<file path="config.mk">
export PLATFORM = sky130hd
export DESIGN_NAME = instr_fetch_unit_flat
export DESIGN_NICKNAME = d
export VERILOG_FILES = /design/src/rtl/instr_fetch_unit_pkg.sv /design/src/rtl/instr_fetch_unit_if.sv /design/src/rtl/instr_fetch_unit_slot_pc_table.sv /design/src/rtl/instr_fetch_unit.sv /design/src/flat_wrapper.sv
export SDC_FILE = /design/constraint.sdc
export NUM_CORES = 1
export LEC_CHECK = 0
export BUFFER_PORTS_ARGS = -buffer_cell sky130_fd_sc_hd__buf_2
export CORE_AREA = 4 4 130 157
export CTS_BUF_LIST = sky130_fd_sc_hd__clkbuf_8
export CTS_CLUSTER_DIAMETER = 80
export DETAILED_ROUTE_END_ITERATION = 8
export DIE_AREA = 0 0 134 161
export MAX_ROUTING_LAYER = met4
export PLACE_DENSITY = 0.94
export SYNTH_ARGS = -nofsm -noshare
export SYNTH_HDL_FRONTEND = slang
export SYNTH_HIERARCHICAL = 1
export SYNTH_SLANG_ARGS = --single-unit
</file>
<file path="constraint.sdc">
create_clock -name clk -period 4.6 [get_ports clk]
set_input_delay 0.69 -clock clk [delete_from_list [all_inputs] [get_ports clk]]
set_output_delay 0.69 -clock clk [all_outputs]
set_load 0.02 [all_outputs]
</file>
<file path="src/rtl/instr_fetch_unit_pkg.sv">
// Shared types and default sizing for the instruction fetch unit.
package fetch_pkg;

    localparam int DEF_DATA_WIDTH = 32;
    localparam int DEF_ADDR_WIDTH = 32;
    localparam int DEF_SLOT_SIZE  = 200;
    localparam int DEF_NUM_SLOTS  = 4;

    typedef enum logic {
        FETCH = 1'b0,
        FAULT = 1'b1
    } fetch_state_t;

    // Fixed roles of the low ROM slots; every slot from SLOT_PROG0 up holds a user program.
    typedef enum logic [1:0] {
        SLOT_CTX   = 2'd0,
        SLOT_OS    = 2'd1,
        SLOT_PROG0 = 2'd2
    } slot_idx_t;

endpackage

</file>
<file path="src/rtl/instr_fetch_unit_if.sv">
// Fetch unit bus: control inputs, ROM port and the decode-side instruction stream.
interface instr_fetch_unit_if #(
    parameter int DATA_WIDTH = fetch_pkg::DEF_DATA_WIDTH,
    parameter int ADDR_WIDTH = fetch_pkg::DEF_ADDR_WIDTH,
    parameter int NUM_SLOTS  = fetch_pkg::DEF_NUM_SLOTS
) ();

    logic                         stall;
    logic                         branch_valid;
    logic [ADDR_WIDTH-1:0]        branch_target;
    logic                         ctx_valid;
    logic [$clog2(NUM_SLOTS)-1:0] ctx_slot;
    logic [ADDR_WIDTH-1:0]        rom_addr;
    logic [DATA_WIDTH-1:0]        rom_q;
    logic [DATA_WIDTH-1:0]        instr;
    logic                         instr_valid;
    logic [ADDR_WIDTH-1:0]        instr_pc;
    logic [$clog2(NUM_SLOTS)-1:0] cur_slot;
    logic                         fault;

    // Fetch unit side.
    modport master (
        input  stall, branch_valid, branch_target, ctx_valid, ctx_slot, rom_q,
        output rom_addr, instr, instr_valid, instr_pc, cur_slot, fault
    );

    // Environment side: decode, branch/context control and the ROM.
    modport slave (
        output stall, branch_valid, branch_target, ctx_valid, ctx_slot, rom_q,
        input  rom_addr, instr, instr_valid, instr_pc, cur_slot, fault
    );

endinterface

</file>
<file path="src/rtl/instr_fetch_unit_slot_pc_table.sv">
// Saved program counter per ROM slot; one synchronous write, one combinational read.
module slot_pc_table #(
    parameter int ADDR_WIDTH = 32,
    parameter int SLOT_SIZE  = 200,
    parameter int NUM_SLOTS  = 4
) (
    input  logic                         clk,
    input  logic                         rst_n,
    input  logic                         we,
    input  logic [$clog2(NUM_SLOTS)-1:0] waddr,
    input  logic [ADDR_WIDTH-1:0]        wdata,
    input  logic [$clog2(NUM_SLOTS)-1:0] raddr,
    output logic [ADDR_WIDTH-1:0]        rdata
);

    logic [ADDR_WIDTH-1:0] saved_pc [NUM_SLOTS];

    // Each slot starts at its own base address; writes record a resume point.
    always_ff @(posedge clk) begin
        if (!rst_n) begin
            for (int i = 0; i < NUM_SLOTS; i++) begin
                saved_pc[i] <= ADDR_WIDTH'(i * SLOT_SIZE);
            end
        end else if (we) begin
            saved_pc[waddr] <= wdata;
        end
    end

    assign rdata = saved_pc[raddr];

endmodule

</file>
<file path="src/rtl/instr_fetch_unit.sv">
// Instruction fetch: drives the 1-cycle-latency ROM, streams words to decode,
// handles branches, per-slot context switching and out-of-slot fault detection.
module instr_fetch_unit
    import fetch_pkg::*;
#(
    parameter int DATA_WIDTH = DEF_DATA_WIDTH,
    parameter int ADDR_WIDTH = DEF_ADDR_WIDTH,
    parameter int SLOT_SIZE  = DEF_SLOT_SIZE,
    parameter int NUM_SLOTS  = DEF_NUM_SLOTS
) (
    input logic              clk,
    input logic              rst_n,
    instr_fetch_unit_if.master bus
);

    localparam int SLOT_W = $clog2(NUM_SLOTS);

    fetch_state_t          state;
    logic [ADDR_WIDTH-1:0] fetch_pc;
    logic [ADDR_WIDTH-1:0] instr_pc;
    logic                  instr_valid;
    logic [SLOT_W-1:0]     cur_slot;
    logic                  fault;
    logic                  primed;

    logic [ADDR_WIDTH-1:0] base;
    logic [ADDR_WIDTH-1:0] limit;
    logic [ADDR_WIDTH-1:0] resume_pc;
    logic [ADDR_WIDTH-1:0] saved_rd;
    logic                  ctx_bad;
    logic                  tbl_we;

    function automatic logic in_slot(input logic [ADDR_WIDTH-1:0] a,
                                     input logic [ADDR_WIDTH-1:0] lo,
                                     input logic [ADDR_WIDTH-1:0] hi);
        return (a >= lo) && (a <= hi);
    endfunction

    assign base  = ADDR_WIDTH'(cur_slot) * ADDR_WIDTH'(SLOT_SIZE);
    assign limit = base + ADDR_WIDTH'(SLOT_SIZE - 1);

    // The word on display has not been consumed yet, so it is where the slot resumes.
    assign resume_pc = instr_valid ? instr_pc : fetch_pc;

    // A power-of-two slot count leaves no unused slot encodings to reject.
    if (NUM_SLOTS == (1 << SLOT_W)) begin : g_slot_full
        assign ctx_bad = 1'b0;
    end else begin : g_slot_partial
        assign ctx_bad = (32'(bus.ctx_slot) >= 32'(NUM_SLOTS));
    end

    assign tbl_we = bus.ctx_valid && !ctx_bad;

    slot_pc_table #(
        .ADDR_WIDTH (ADDR_WIDTH),
        .SLOT_SIZE  (SLOT_SIZE),
        .NUM_SLOTS  (NUM_SLOTS)
    ) u_slot_pc_table (
        .clk   (clk),
        .rst_n (rst_n),
        .we    (tbl_we),
        .waddr (cur_slot),
        .wdata (resume_pc),
        .raddr (bus.ctx_slot),
        .rdata (saved_rd)
    );

    // Fetch FSM: context switch beats branch beats stall beats sequential fetch.
    // The first cycle out of reset only issues word 0 and captures nothing.
    always_ff @(posedge clk) begin
        if (!rst_n) begin
            state       <= FETCH;
            fetch_pc    <= '0;
            instr_pc    <= '0;
            instr_valid <= 1'b0;
            cur_slot    <= SLOT_W'(SLOT_CTX);
            fault       <= 1'b0;
            primed      <= 1'b0;
        end else if (bus.ctx_valid) begin
            instr_valid <= 1'b0;
            primed      <= 1'b1;
            if (ctx_bad) begin
                fault <= 1'b1;
                state <= FAULT;
            end else begin
                cur_slot <= bus.ctx_slot;
                // Same-slot switch: the table write lands this edge, so forward it.
                fetch_pc <= (bus.ctx_slot == cur_slot) ? resume_pc : saved_rd;
                fault    <= 1'b0;
                state    <= FETCH;
            end
        end else if (state == FAULT) begin
            instr_valid <= 1'b0;
            fault       <= 1'b1;
        end else if (bus.branch_valid) begin
            instr_valid <= 1'b0;
            primed      <= 1'b1;
            if (in_slot(bus.branch_target, base, limit)) begin
                fetch_pc <= bus.branch_target;
            end else begin
                fault <= 1'b1;
                state <= FAULT;
            end
        end else if (!primed) begin
            primed <= 1'b1;
        end else if (bus.stall && instr_valid) begin
            instr_valid <= 1'b1;
        end else if (!in_slot(fetch_pc, base, limit)) begin
            instr_valid <= 1'b0;
            fault       <= 1'b1;
            state       <= FAULT;
        end else begin
            instr_pc    <= fetch_pc;
            instr_valid <= 1'b1;
            fetch_pc    <= fetch_pc + ADDR_WIDTH'(1);
        end
    end

    // Re-reading the held word during a stall keeps rom_q stable.
    assign bus.rom_addr    = (bus.stall && instr_valid) ? instr_pc : fetch_pc;
    assign bus.instr       = bus.rom_q;
    assign bus.instr_valid = instr_valid;
    assign bus.instr_pc    = instr_pc;
    assign bus.cur_slot    = cur_slot;
    assign bus.fault       = fault;

endmodule

</file>
<file path="src/flat_wrapper.sv">
// flat-port wrapper written by rule: the top's interface ports become plain ports
module instr_fetch_unit_flat import fetch_pkg::*;
#(
    parameter int DATA_WIDTH = DEF_DATA_WIDTH,
    parameter int ADDR_WIDTH = DEF_ADDR_WIDTH,
    parameter int SLOT_SIZE  = DEF_SLOT_SIZE,
    parameter int NUM_SLOTS  = DEF_NUM_SLOTS
)
  (clk, rst_n, bus_stall, bus_branch_valid, bus_branch_target, bus_ctx_valid, bus_ctx_slot, bus_rom_q, bus_rom_addr, bus_instr, bus_instr_valid, bus_instr_pc, bus_cur_slot, bus_fault);
  instr_fetch_unit_if #(.DATA_WIDTH(DATA_WIDTH), .ADDR_WIDTH(ADDR_WIDTH), .NUM_SLOTS(NUM_SLOTS)) bus_i ();
  input logic clk;
  input logic rst_n;
  input wire logic [$bits(bus_i.stall)-1:0] bus_stall;
  input wire logic [$bits(bus_i.branch_valid)-1:0] bus_branch_valid;
  input wire logic [$bits(bus_i.branch_target)-1:0] bus_branch_target;
  input wire logic [$bits(bus_i.ctx_valid)-1:0] bus_ctx_valid;
  input wire logic [$bits(bus_i.ctx_slot)-1:0] bus_ctx_slot;
  input wire logic [$bits(bus_i.rom_q)-1:0] bus_rom_q;
  output wire logic [$bits(bus_i.rom_addr)-1:0] bus_rom_addr;
  output wire logic [$bits(bus_i.instr)-1:0] bus_instr;
  output wire logic [$bits(bus_i.instr_valid)-1:0] bus_instr_valid;
  output wire logic [$bits(bus_i.instr_pc)-1:0] bus_instr_pc;
  output wire logic [$bits(bus_i.cur_slot)-1:0] bus_cur_slot;
  output wire logic [$bits(bus_i.fault)-1:0] bus_fault;
  assign bus_i.stall = bus_stall;
  assign bus_i.branch_valid = bus_branch_valid;
  assign bus_i.branch_target = bus_branch_target;
  assign bus_i.ctx_valid = bus_ctx_valid;
  assign bus_i.ctx_slot = bus_ctx_slot;
  assign bus_i.rom_q = bus_rom_q;
  assign bus_rom_addr = bus_i.rom_addr;
  assign bus_instr = bus_i.instr;
  assign bus_instr_valid = bus_i.instr_valid;
  assign bus_instr_pc = bus_i.instr_pc;
  assign bus_cur_slot = bus_i.cur_slot;
  assign bus_fault = bus_i.fault;
  instr_fetch_unit #(.DATA_WIDTH(DATA_WIDTH), .ADDR_WIDTH(ADDR_WIDTH), .SLOT_SIZE(SLOT_SIZE), .NUM_SLOTS(NUM_SLOTS)) u_core (.clk(clk), .rst_n(rst_n), .bus(bus_i));
endmodule
</file>
==> After elaboration in Yosys (flattened, before gate mapping) <==
Memory sizes are Yosys's and may differ from the RTL's.
Cells that the tools add are included.
{ "classes": {"magnitude_cmp": 4, "n_eq_ne": 7, "reduce_logical": 12, "n_addsub": 2, "n_mux": 33, "bitwise": 5, "multipliers": 1} }
{ "op_table": {"columns": ["op", "count"], "rows": [
  ["2-to-1 mux 32 bit", 11],
  ["greater-or-equal comparator 32 x 10 -> 1 bit", 2],
  ["less-or-equal comparator 32 bit", 2],
  ["adder 32 x 1 -> 32 bit (second input constant)", 1],
  ["OR reduction 32 bit", 1],
  ["2-to-1 mux 1 bit", 21],
  ["adder 10 x 8 -> 11 bit (second input constant)", 1],
  ["!= test 3 x 2 -> 1 bit (second input constant)", 3],
  ["nonzero test 3 bit", 3],
  ["multiplier 2 x 5 -> 7 bit (second input constant)", 1],
  ["AND reduction 6 bit", 1],
  ["NOT 1 bit", 5],
  ["AND reduction 5 bit", 1],
  ["AND reduction 4 bit", 1],
  ["OR reduction 4 bit", 1],
  ["logical AND 1 bit", 3],
  ["!= test 3 x 1 -> 1 bit (second input constant)", 1],
  ["!= test 3 bit (second input constant)", 1],
  ["== test 2 bit", 1],
  ["2-to-1 mux 2 bit", 1],
  ["!= test 2 bit (second input constant)", 1],
  ["OR reduction 2 bit", 1]
]} }
{ "totals": {"input_bits": 71, "ram_bits": 128, "elab_cells": 72, "output_inout_bits": 100, "regBits": 70, "mem_count": 1} }
{ "mem_list": {"columns": ["name", "words", "word_bits", "rd", "rd_clocked_by_memory_dff", "write_ports", "line", "source"], "rows": [
  ["u_core.u_slot_pc_table.saved_pc", 4, 32, 1, 0, 4, "instr_fetch_unit_slot_pc_table.sv:16", "logic [ADDR_WIDTH-1:0] saved_pc [NUM_SLOTS];"]
]} }

==> Depth between registers and ports, before layout <==
{ "logic_depth": {"depth_word": 10, "mapped_depth": 11, "mapped_depth_nobuf": 10} }

==> Modules after synthesis <==
Netlist, hierarchy kept.
{ "by_module_without_submodules": {"columns": ["module", "seq_area_each_um2", "area_each_um2", "cells_per_inst", "n_inst"], "rows": [
  ["slot_pc_table", 3843.7, 5607.9, 323, 1],
  ["instr_fetch_unit", 1401.3, 5446.5, 664, 1]
]} }

==> Least setup slack after synthesis <==
OpenSTA, ideal clock, no wires.
{ "synth_timing": {"path_kind": "input port to flip-flop", "startpoint": "input bus_ctx_valid", "endpoint": "memory u_core.u_slot_pc_table.saved_pc[0][0] (enable)", "arrival_time_ps": 3337, "setup_slack_ps": 794, "n_path_buf": 1, "setup_time_ps": 470, "cell_stages": 3, "t_required_ps": 4130, "path_cell_list": "buf_2 > inv_1 > o31ai_1"} }
{ "synth_rtl": {"columns": ["item", "line", "source"], "rows": [
  ["start: declaration", "flat_wrapper.sv:16", "input wire logic [$bits(bus_i.ctx_valid)-1:0] bus_ctx_valid;"],
  ["end: declaration", "instr_fetch_unit_slot_pc_table.sv:16", null]
]} }

==> Worst setup path in the final report <==
{ "layout_timing": {"startpoint": "register u_core.cur_slot[1], in the netlist u_core/bus.cur_slot[1]", "endpoint": "register u_core.fetch_pc[7]"} }
{ "layout_between": {"elab_chain_len": 6, "elab_cells_between_ends": 14, "classes_between": "1 x add/sub; 1 x mul; 4 x order compare; 2 x eq/ne; 2 x mux; 4 x reduce/logical"} }
{ "layout_rtl": {"columns": ["item", "line", "source"], "rows": [
  ["start: declaration", "instr_fetch_unit.sv:22", "logic [SLOT_W-1:0] cur_slot;"],
  ["start signal: assignment", "instr_fetch_unit.sv:76", "cur_slot <= SLOT_W'(SLOT_CTX);"],
  ["start signal: assignment", "instr_fetch_unit.sv:86", "cur_slot <= bus.ctx_slot;"],
  ["multiplier 2 x 5 -> 7 bit", "instr_fetch_unit.sv:39", "assign base = ADDR_WIDTH'(cur_slot) * ADDR_WIDTH'(SLOT_SIZE);"],
  ["adder 10 x 8 -> 11 bit", "instr_fetch_unit.sv:40", "assign limit = base + ADDR_WIDTH'(SLOT_SIZE - 1);"],
  ["less-or-equal comparator 32 bit", "instr_fetch_unit.sv:36", "return (a >= lo) && (a <= hi);"],
  ["logical AND 1 bit", "instr_fetch_unit.sv:36", null],
  ["!= test 3 x 1 -> 1 bit (no source line) or nonzero test 3 bit (tied branches)", null, null],
  ["AND reduction 5 bit (no source line)", null, null],
  ["end signal: assignment", "instr_fetch_unit.sv:88", "fetch_pc <= (bus.ctx_slot == cur_slot) ? resume_pc : saved_rd;"],
  ["end signal: assignment", "instr_fetch_unit.sv:99", "fetch_pc <= bus.branch_target;"],
  ["end signal: assignment", "instr_fetch_unit.sv:115", "fetch_pc <= fetch_pc + ADDR_WIDTH'(1);"],
  ["end: declaration", "instr_fetch_unit.sv:19", "logic [ADDR_WIDTH-1:0] fetch_pc;"]
]} }
Parallel ways exist; a longest one is shown, timed or not.
A chain may end at the register's enable or synchronous reset.

==> results_dict.tcl <==
set metrics [dict create \
    place_congestion 1.00 \
    yosys_warnings 6 \
    min_from "u_core/bus.fault$_SDFFE_PP0P_" \
    die_area_sq_um 21600 \
    number_of_hold_violations_in_the_final_report 0 \
    yosys_register_bits 198 \
    post_synthesis_net_count 1082 \
    reg2reg_setup_slack_ns 0.72 \
    finalNetCount 1121 \
    grt_max_degree 43 \
    worstReg2RegStart "u_core/bus.cur_slot[1]$_SDFFE_PN0P_" \
    worst-endpoint-required_ns 4.98 \
    postSynth.asyncResetShare 0 \
    setup.worst_path.end_class "flip-flop" \
    worst_path_largest_cell_delay_ns 0.68 \
    post_drt_wl_per_cell_um 23.7 \
    synth.avg_cell_area_sq_um 11.2 \
    placementRows 55 \
    worstHoldEndpoint "u_core/bus.fault$_SDFFE_PP0P_" \
    cts.root.buffer_cell "sky130_fd_sc_hd__clkbuf_8" \
    cpMostUsedCell "sky130_fd_sc_hd__ha_1" \
    groute.usage.overall 0.293 \
    first_global_vias 8326 \
    chain_of_cells_forming_the_critical_path "ha_1, xnor2_1, ha_1, nand4bb_1, o221ai_1, nor3b_1, nor4b_4, buf_4, or3_1, o211a_1" \
    core_area_sq_um 18800 \
    mappedNetlistArea_sq_um 11100 \
    crit_type "reg -> reg" \
    netlist_top_cells_area "sky130_fd_sc_hd__edfxtp_1, sky130_fd_sc_hd__dfxtp_1, sky130_fd_sc_hd__and2_1" \
    fp.dieH_um 161 \
    drc 0 \
    max_freq_mhz 258 \
    synth.top_cell.area_share 0.348 \
    syn2layout_area_growth_pct 7.58 \
    grt_pass1_wl_um 47200 \
    synth-main-ff-cell "sky130_fd_sc_hd__edfxtp_1" \
    floorplan.die.width_um 134 \
    worst_ir_drop_vdd_mv 0.197 \
    crit-reg2reg-capture "u_core/fetch_pc[7]$_SDFFE_PN0P_" \
    core_util_final 0.633 \
    synth_seq_area_share 0.474 \
    power.static_leakage_nw 4.83 \
    fin_crit_sh 0.843 \
    worst_path_max_delay_cell "sky130_fd_sc_hd__or3_1" \
    slew_violations 0 \
    slew_margin_rel 0.386 \
    finalNonFillerCells 1296 \
    hold_depth 1 \
    drt_iter0_drc 1401 \
    grt_setup_unrepaired "no" \
    timing.critical_path.arrival_ns 4.26 \
    postRouteAntennaNets 0 \
    cts_tree "done" \
    synth_enable_flop_cells 128 \
    syn_inst 987 \
    cts_max_path_buffers 2 \
    finalSetupTns_ns 0 \
    routed_wirelength_um 30700 \
    fin_crit_ns 3.88 \
    place_hpwl_um 20100 \
    top_cell_type_by_total_area_after_synthesis "sky130_fd_sc_hd__edfxtp_1" \
    worst_setup_hold_path_clk_slew_ns 0.11 \
    timing.final.ws_setup_ns 0.724 \
    power-per-cell-area_nw_per_um2 318 \
    dpl.cell_count 1263 \
    post_route_cells_drive_above_1_share 0.258 \
    max_cap_violations 0 \
    initial_core_util 0.588 \
    run_status "finished clean" \
    fin_skew_ns 0.0133 \
    cts_setup_buffers 0 \
    io_pins 171 \
    grt.overflow.total 0 \
    antenna_found_initial 0 \
    drt_pass1_iterations 8 \
    cts-buffers-inserted 17 \
    insertion_delay_ns 0.49 \
    reg2regPathDepth 10 \
    netlist-cell-type-count 61 \
    hold_path.class "reg -> reg" \
    h-tree-depth 4 \
    via_count 8499 \
    post_cts_resized 0 \
    viasPerCell 6.56 \
    clock_sinks 198 \
    pre_cts_ws_ns 0.833 \
    tightestPinTransition_ns 0.917 \
    critPathLaunchType "flip-flop" \
    critPathMaxFanout 22 \
    post_cts_hold_buffer_count 0 \
    finalSetupViolCount 0 \
    place.port_buffers 106 \
]
==> kinds of logic after synthesis <==
logic type / synth area share
adders and majority gates: 0.0272
and+or+nand+nor: 0.180
muxes: 0.157
AOI/OAI and AO/OA: 0.0807
buffers and inverters: 0.0615
DFF: 0.474
xor gates and xnor gates: 0.0190
==> cells in the mapped netlist, types with 4 or more instances <==
library cell	n
sky130_fd_sc_hd__buf_1	6
sky130_fd_sc_hd__buf_2	11
sky130_fd_sc_hd__xnor2_1	10
sky130_fd_sc_hd__ha_1	24
sky130_fd_sc_hd__mux2_2	60
sky130_fd_sc_hd__and3_1	30
sky130_fd_sc_hd__nand4_1	5
sky130_fd_sc_hd__dfxtp_1	70
sky130_fd_sc_hd__clkbuf_2	7
sky130_fd_sc_hd__xor2_1	14
sky130_fd_sc_hd__o21ai_0	28
sky130_fd_sc_hd__buf_4	33
sky130_fd_sc_hd__nand3_1	13
sky130_fd_sc_hd__nand2_1	99
sky130_fd_sc_hd__edfxtp_1	128
sky130_fd_sc_hd__or2_2	5
sky130_fd_sc_hd__o211a_1	4
sky130_fd_sc_hd__clkbuf_1	48
sky130_fd_sc_hd__o211ai_1	5
sky130_fd_sc_hd__o311ai_0	7
sky130_fd_sc_hd__mux2i_1	33
sky130_fd_sc_hd__a222oi_1	8
sky130_fd_sc_hd__o41ai_1	15
sky130_fd_sc_hd__o21a_1	6
sky130_fd_sc_hd__a21oi_1	24
sky130_fd_sc_hd__and4_1	7
sky130_fd_sc_hd__nor2_1	45
sky130_fd_sc_hd__nor3_1	11
sky130_fd_sc_hd__nor4_1	10
sky130_fd_sc_hd__nand2b_1	10
sky130_fd_sc_hd__or3_1	7
sky130_fd_sc_hd__o31ai_1	4
sky130_fd_sc_hd__and2_1	112
sky130_fd_sc_hd__inv_1	15
sky130_fd_sc_hd__mux4_2	30
sky130_fd_sc_hd__a311oi_1	4
==> power breakdown <==
part	internal (mW)	total (mW)	switching (mW)
sequential	1.98	2.06	0.0779
clock	0.453	1.13	0.672
combinational	0.235	0.599	0.364
total	2.67	3.78	1.11
==> cell usage in the layout (no fill, tap or decap), drive strengths merged, types with 28 or more instances in the layout <==
cell type  Yosys  routed
mux2          60      60
dfxtp         70      70
buf           55     130
and3          30      30
nor2          45      45
o21ai         28      28
mux2i         33      33
nand2         99      99
and2         112     112
mux4          32      32
edfxtp       128     128
==> stage by stage <==
stage | total power, mW | hold slack, ns | cell area [sq um]
global route | 3.91 | 0.522 | 11900
finish | 3.78 | 0.490 | 11900
floorplan | 2.51 | 0.458 | 11100
global placement | 2.65 | 0.458 | 11500
CTS | 3.76 | 0.494 | 11900
detailed placement | 2.67 | 0.470 | 11500
==> final cells by class <==
| cell class | instances | area, sq um |
|---|---|---|
| Inverter | 15 | 56.3 |
| Antenna cell | 1 | 2.50 |
| Tap cell | 256 | 320 |
| Timing Repair Buffer | 130 | 711 |
| Fill cell | 1348 | 6890 |
| Clock inverter | 15 | 163 |
| Multi-Input combinational cell | 664 | 5160 |
| Clock buffer | 17 | 234 |
| Sequential cell | 198 | 5250 |
==> worst max path at each step <==
stage,from,to,slack (ns),cells after the start
after floorplan,bus_ctx_valid,u_core/u_slot_pc_table/saved_pc[0][0]$_SDFFCE_PN0P_,0.79,3
after global placement,u_core/bus.cur_slot[1]$_SDFFE_PN0P_,u_core/fetch_pc[6]$_SDFFE_PN0P_,0.96,10
after detailed placement,u_core/bus.cur_slot[1]$_SDFFE_PN0P_,u_core/fetch_pc[7]$_SDFFE_PN0P_,0.83,10
after CTS,u_core/bus.cur_slot[1]$_SDFFE_PN0P_,u_core/fetch_pc[7]$_SDFFE_PN0P_,0.80,10
after global routing,u_core/bus.cur_slot[1]$_SDFFE_PN0P_,u_core/fetch_pc[4]$_SDFFE_PN0P_,0.55,11
final,u_core/bus.cur_slot[1]$_SDFFE_PN0P_,u_core/fetch_pc[7]$_SDFFE_PN0P_,0.72,10
==> per-layer routing <==
| metal | global-route usage | routed length, um | vias to the layer above | share of wire |
|---|---|---|---|---|
| li1 | - | - | 3673 | - |
| met1 | 0.342 | 10800 | 4030 | 0.35 |
| met2 | 0.472 | 14700 | 672 | 0.48 |
| met3 | 0.0738 | 3630 | 124 | 0.12 |
| met4 | 0.148 | 1580 | 0 | 0.051 |
| met5 | - | 0 | - | 0 |
==> critical path, delay by kind of cell, from the launching register on <==
family | cells | cell delay [ns]
DFF | 1 | 0.63
AOI/OAI and AO/OA | 2 | 0.55
adders and majority gates | 2 | 0.69
buffers and inverters | 1 | 0.24
xor gates and xnor gates | 1 | 0.17
and+or+nand+nor | 4 | 1.47
==> state kept, by name (all words and copies together), names as in the netlist <==
signal,flops
u_core/u_slot_pc_table/saved_pc,128
u_core/bus.instr_valid,1
u_core/bus.instr_pc,32
u_core/fetch_pc,32
u_core/bus.fault,1
u_core/bus.cur_slot,2
u_core/primed,1
u_core/state,1
Note: power is estimated with default switching activity, not from simulation.
